**src/rtl/muldiv_pkg.sv**
```systemverilog
// Shared encodings and width defaults for the iterative multiply/divide unit.
// Imported by the step datapath and the top-level sequencer.
package muldiv_pkg;

  localparam int DATA_LEN_DEF = 32;
  localparam int ADDR_LEN_DEF = 4;

  typedef enum logic [1:0] {
    OP_MUL   = 2'd0,
    OP_MULHU = 2'd1,
    OP_DIVU  = 2'd2,
    OP_REMU  = 2'd3
  } op_e;

  typedef enum logic [1:0] {
    IDLE = 2'd0,
    RUN  = 2'd1,
    WB   = 2'd2
  } state_e;

endpackage

```
**src/rtl/muldiv_step.sv**
```systemverilog
// One iteration of shift-add multiply or restoring divide.
// Purely combinational; the top level registers the accumulators.
module muldiv_step
  import muldiv_pkg::*;
#(
  parameter int DATA_LEN = DATA_LEN_DEF
) (
  input  logic                is_div,
  input  logic [DATA_LEN:0]   acc_hi,
  input  logic [DATA_LEN-1:0] acc_lo,
  input  logic [DATA_LEN-1:0] operand,
  output logic [DATA_LEN:0]   nxt_hi,
  output logic [DATA_LEN-1:0] nxt_lo
);

  logic [DATA_LEN:0] addend;
  logic [DATA_LEN:0] sum;
  logic [DATA_LEN:0] rem_sh;
  logic [DATA_LEN:0] divisor;
  logic [DATA_LEN:0] diff;

  always_comb begin
    addend  = acc_lo[0] ? {1'b0, operand} : '0;
    sum     = acc_hi + addend;
    rem_sh  = {acc_hi[DATA_LEN-1:0], acc_lo[DATA_LEN-1]};
    divisor = {1'b0, operand};
    diff    = rem_sh - divisor;
    nxt_hi  = '0;
    nxt_lo  = '0;
    if (is_div) begin
      if (rem_sh >= divisor) begin
        nxt_hi = diff;
        nxt_lo = {acc_lo[DATA_LEN-2:0], 1'b1};
      end else begin
        nxt_hi = rem_sh;
        nxt_lo = {acc_lo[DATA_LEN-2:0], 1'b0};
      end
    end else begin
      // carry lands in hi; lsb of sum drops into lo
      nxt_hi = {1'b0, sum[DATA_LEN:1]};
      nxt_lo = {sum[0], acc_lo[DATA_LEN-1:1]};
    end
  end

endmodule

```
**src/rtl/muldiv_unit.sv**
```systemverilog
// Iterative unsigned MUL/MULHU/DIVU/REMU with start/busy handshake.
// One bit per cycle; result written back through rd/wrt_en/wrt_data.
module muldiv_unit
  import muldiv_pkg::*;
#(
  parameter int DATA_LEN = DATA_LEN_DEF,
  parameter int ADDR_LEN = ADDR_LEN_DEF
) (
  input  logic                clk,
  input  logic                reset,
  input  logic                start,
  input  logic [1:0]          op,
  input  logic [ADDR_LEN-1:0] rd_in,
  input  logic [DATA_LEN-1:0] src1,
  input  logic [DATA_LEN-1:0] src2,
  output logic                busy,
  output logic                wrt_en,
  output logic [ADDR_LEN-1:0] rd,
  output logic [DATA_LEN-1:0] wrt_data
);

  localparam int CW = $clog2(DATA_LEN);
  localparam logic [CW-1:0] LAST = CW'(DATA_LEN - 1);

  state_e              state;
  op_e                 op_q;
  logic [CW-1:0]       cnt;
  logic [ADDR_LEN-1:0] rd_q;
  logic [DATA_LEN-1:0] opd;
  logic [DATA_LEN:0]   hi;
  logic [DATA_LEN-1:0] lo;
  logic [DATA_LEN:0]   nxt_hi;
  logic [DATA_LEN-1:0] nxt_lo;
  logic [DATA_LEN-1:0] res;

  muldiv_step #(.DATA_LEN(DATA_LEN)) u_step (
    .is_div  (op_q[1]),
    .acc_hi  (hi),
    .acc_lo  (lo),
    .operand (opd),
    .nxt_hi  (nxt_hi),
    .nxt_lo  (nxt_lo)
  );

  // result taken from the final iteration's next values
  always_comb begin
    res = '0;
    unique case (op_q)
      OP_MUL:   res = nxt_lo;
      OP_MULHU: res = nxt_hi[DATA_LEN-1:0];
      OP_DIVU:  res = nxt_lo;
      OP_REMU:  res = nxt_hi[DATA_LEN-1:0];
      default:  res = '0;
    endcase
  end

  always_ff @(posedge clk) begin
    if (!reset) begin
      state    <= IDLE;
      op_q     <= OP_MUL;
      cnt      <= '0;
      rd_q     <= '0;
      opd      <= '0;
      hi       <= '0;
      lo       <= '0;
      busy     <= 1'b0;
      wrt_en   <= 1'b0;
      rd       <= '0;
      wrt_data <= '0;
    end else begin
      unique case (state)
        IDLE: begin
          if (start) begin
            op_q  <= op_e'(op);
            rd_q  <= rd_in;
            cnt   <= '0;
            hi    <= '0;
            lo    <= op[1] ? src1 : src2;
            opd   <= op[1] ? src2 : src1;
            busy  <= 1'b1;
            state <= RUN;
          end
        end
        RUN: begin
          hi  <= nxt_hi;
          lo  <= nxt_lo;
          cnt <= cnt + 1'b1;
          if (cnt == LAST) begin
            state    <= WB;
            wrt_en   <= 1'b1;
            rd       <= rd_q;
            wrt_data <= res;
          end
        end
        WB: begin
          wrt_en <= 1'b0;
          busy   <= 1'b0;
          state  <= IDLE;
        end
        default: state <= IDLE;
      endcase
    end
  end

endmodule

```
**config.mk**
```make
export PLATFORM = sky130hd
export DESIGN_NAME = muldiv_unit
export DESIGN_NICKNAME = d
export VERILOG_FILES = /design/src/rtl/muldiv_pkg.sv /design/src/rtl/muldiv_step.sv /design/src/rtl/muldiv_unit.sv
export SDC_FILE = /design/constraint.sdc
export NUM_CORES = 1
export LEC_CHECK = 0
export CAP_MARGIN = 20
export CORE_ASPECT_RATIO = 1.1
export CORE_MARGIN = 10
export CORE_UTILIZATION = 60
export DETAILED_ROUTE_END_ITERATION = 12
export PLACE_DENSITY_LB_ADDON = 0.15
export REMOVE_ABC_BUFFERS = 1
export SLEW_MARGIN = 20
export SYNTH_ARGS = -nofsm -noshare
export SYNTH_HDL_FRONTEND = slang
export SYNTH_HIERARCHICAL = 1
export SYNTH_SLANG_ARGS = --single-unit
export TNS_END_PERCENT = 20
```
**constraint.sdc**
```tcl
create_clock -name clk -period 5.25 [get_ports clk]
set_input_delay 0.525 -clock clk [delete_from_list [all_inputs] [get_ports clk]]
set_output_delay 0.525 -clock clk [all_outputs]
set_load 0.01 [all_outputs]
```
==> flow_summary.json <==
{
  "status": "finished clean",
  "end_kind": "register",
  "yosysUniqueCellTypes": 76,
  "p_per_area_nw_per_um2": 249,
  "ys_seq_area_share_pct": 26.1,
  "wl_per_cell_um": 19.5,
  "max-cap-violations": 0,
  "relSlewSlack_pct": 28.4,
  "die-width_um": 151,
  "ant_nets": 0,
  "multi_input_area_sq_um": 7710,
  "total_power_uw": 3210,
  "skew_ns": 0.0118,
  "mostFrequentLayoutCell": "dfxtp_1",
  "ys_ff_latch": 148,
  "setup_viol": 0,
  "clk_latency_ns": 0.44,
  "vdd_ir_drop_max_uv": 232,
  "regArea_sq_um": 2970,
  "leakage_uw": 0.00613,
  "drcViolationCount": 0,
  "synth_area_leaders": "dfxtp_1, mux2i_1, ha_1",
  "wirelength_um": 31800,
  "arrival_ns": 4.55,
  "cp-start-kind": "register",
  "drive_gt1_share_pct": 6.92,
  "fillCellCount": 1583,
  "drt_pass1_iterations": 5,
  "start_util_pct": 61.3,
  "num_rows": 52,
  "worst-setup-path-type": "reg -> reg",
  "fin_crit_ns": 4.17,
  "grt.total_usage_pct": 25.4,
  "synthDominantCellAreaShare_pct": 26.1,
  "drt_iter0_drc": 665,
  "clock_path_buffers": 2,
  "grt_pass1_vias": 9957,
  "hold_path.class": "reg -> reg",
  "rsz0062_at_grt": "no",
  "avgSynthCellArea_sq_um": 8.60,
  "syn_to_final_growth_pct": 13.5,
  "core_area_sq_um": 18500,
  "mostFrequentLayoutCells": "dfxtp_1, nand2_1, mux2i_1",
  "grt_pass1_wl_um": 51600,
  "hpwl_um": 22700,
  "post_cts_buffers": 0,
  "ys.flop_type": "dfxtp_1",
  "async_flop_share_pct": 0,
  "cts-buffers-inserted": 17,
  "yosysTopAreaCell": "dfxtp_1",
  "ios": 111,
  "ys.warnings.count": 6,
  "timing.final.crit_share_pct": 79.5,
  "required_ns": 5.63,
  "clock.fmax_ghz": 0.240,
  "tightest_slew_ns": 1.07,
  "gp_congestion": 0.959,
  "overflow": 0,
  "cts_tree": "built",
  "cp_max_fo": 19,
  "slew_viol_final": 0,
  "clkTransAtPathRegs_ns": 0.07,
  "vias": 10200,
  "port_buffers": 110,
  "grt_max_degree": 73,
  "ctsHoldBuffers": 0,
  "syn_inst": 1322,
  "dieHeight_um": 164,
  "nets": 1515,
  "clockRootBuffer": "clkbuf_16",
  "cts_resized": 0,
  "fin_setup_tns_ns": 0,
  "antenna_found_initial": 0,
  "finalHoldViolCount": 0,
  "clock_sinks": 148,
  "viasPerCell": 6.26,
  "syn-cell-area_sq_um": 11400,
  "synth_edf_count": 0,
  "htreeDepth": 4,
  "die-area_sq_um": 24900,
  "antenna_cells": 0
}
worst paths after layout:
kind	start	end	slack [ns]	cells after the start
worst max-delay path	lo[0]	wrt_data[31]	1.08	15
worst min-delay path	rd_q[0]	rd_q[0]	0.46	2
worst max register to register	lo[0]	wrt_data[31]	1.08	15
worst min register to register	rd_q[0]	rd_q[0]	0.46	2
metrics by stage:
step                      instance area [sq um]  hold slack [ns]  setup WS, ns  util, %  std cells
after floorplan                           10800            0.435          1.53        -       1237
after global placement                    12300            0.443          1.29     66.4       1598
after detailed placement                  12300            0.452          1.22     66.4       1598
after CTS                                 12900            0.461          1.08     69.6       1630
after global routing                      12900            0.496         0.794     69.6       1630
final                                     12900            0.459          1.08     69.6       1630
metal layers:
| layer | wire, um | vias up | GRT usage (%) |
|---|---|---|---|
| met5 | 0 | - | 0 |
| met4 | 563 | 0 | 7.14 |
| met3 | 1580 | 54 | 3.89 |
| met2 | 15400 | 291 | 43.4 |
| met1 | 14300 | 4927 | 32.4 |
| li1 | - | 4927 | - |
kinds of logic (layout without fill, tap and decap cells):
family	count (synthesis)	after routing	synth area share, %
AOI/OAI and AO/OA	354	354	23.9
DFF	148	148	26.1
muxes	173	173	15.6
and+or+nand+nor	391	391	16.4
adders and majority gates	68	68	7.61
buffers and inverters	133	198	6.22
xor gates and xnor gates	55	55	4.24
cells in the mapped netlist (3+ instances only):
cell type and instances:
nor2_1 82, or4_1 3, mux2i_1 141, o21ai_0 31, nand2b_1 9, or3_1 3
and2_1 39, a2111oi_0 3, o21a_1 5, buf_6 22, o31ai_1 3, a21boi_0 33
a221o_1 34, a211oi_1 12, dfxtp_1 148, a21oi_1 67, nand2_1 145, nand3_1 49
nor3_1 11, buf_2 34, and3_1 12, inv_1 48, o21bai_1 7, o211a_1 65
o211ai_1 3, a21o_1 39, a21boi_1 14, xnor2_1 32, mux2_2 31, o21ai_1 4
a311oi_1 3, a31oi_1 5, nor2b_1 15, clkbuf_1 29, xor2_1 23, ha_1 66
nand4_1 7
registers in the layout (all words and copies together) (netlist names):
register,flops
busy,1
cnt,5
hi,33
lo,32
op_q,2
opd,32
rd,4
rd_q,4
state,2
wrt_data,32
wrt_en,1
where the power goes:
part,switching [uW],internal [uW]
clock,587,637
sequential,69.7,1170
combinational,411,333
final cells by class:
class / count / area share, %
Inverter: 48 / 1.40
Clock inverter: 15 / 1.25
Sequential cell: 148 / 23.0
Timing Repair Buffer: 118 / 8.96
Tap cell: 243 / 2.36
Clock buffer: 17 / 3.30
Multi-Input combinational cell: 1041 / 59.7
worst max-delay path, cell delays in order, from the launching register on:
cell	delay, ns
dfxtp_1	0.74
buf_4	0.34
and2_1	0.16
ha_1	0.27
a21o_1	0.20
a21o_1	0.17
a21oi_1	0.23
o21ai_0	0.14
a211oi_2	0.45
o21ai_1	0.18
a41o_1	0.30
a32o_1	0.23
a311oi_2	0.27
mux2i_1	0.13
nand2_1	0.13
o211a_1	0.17
No activity file was read; power rests on OpenSTA's default activity.
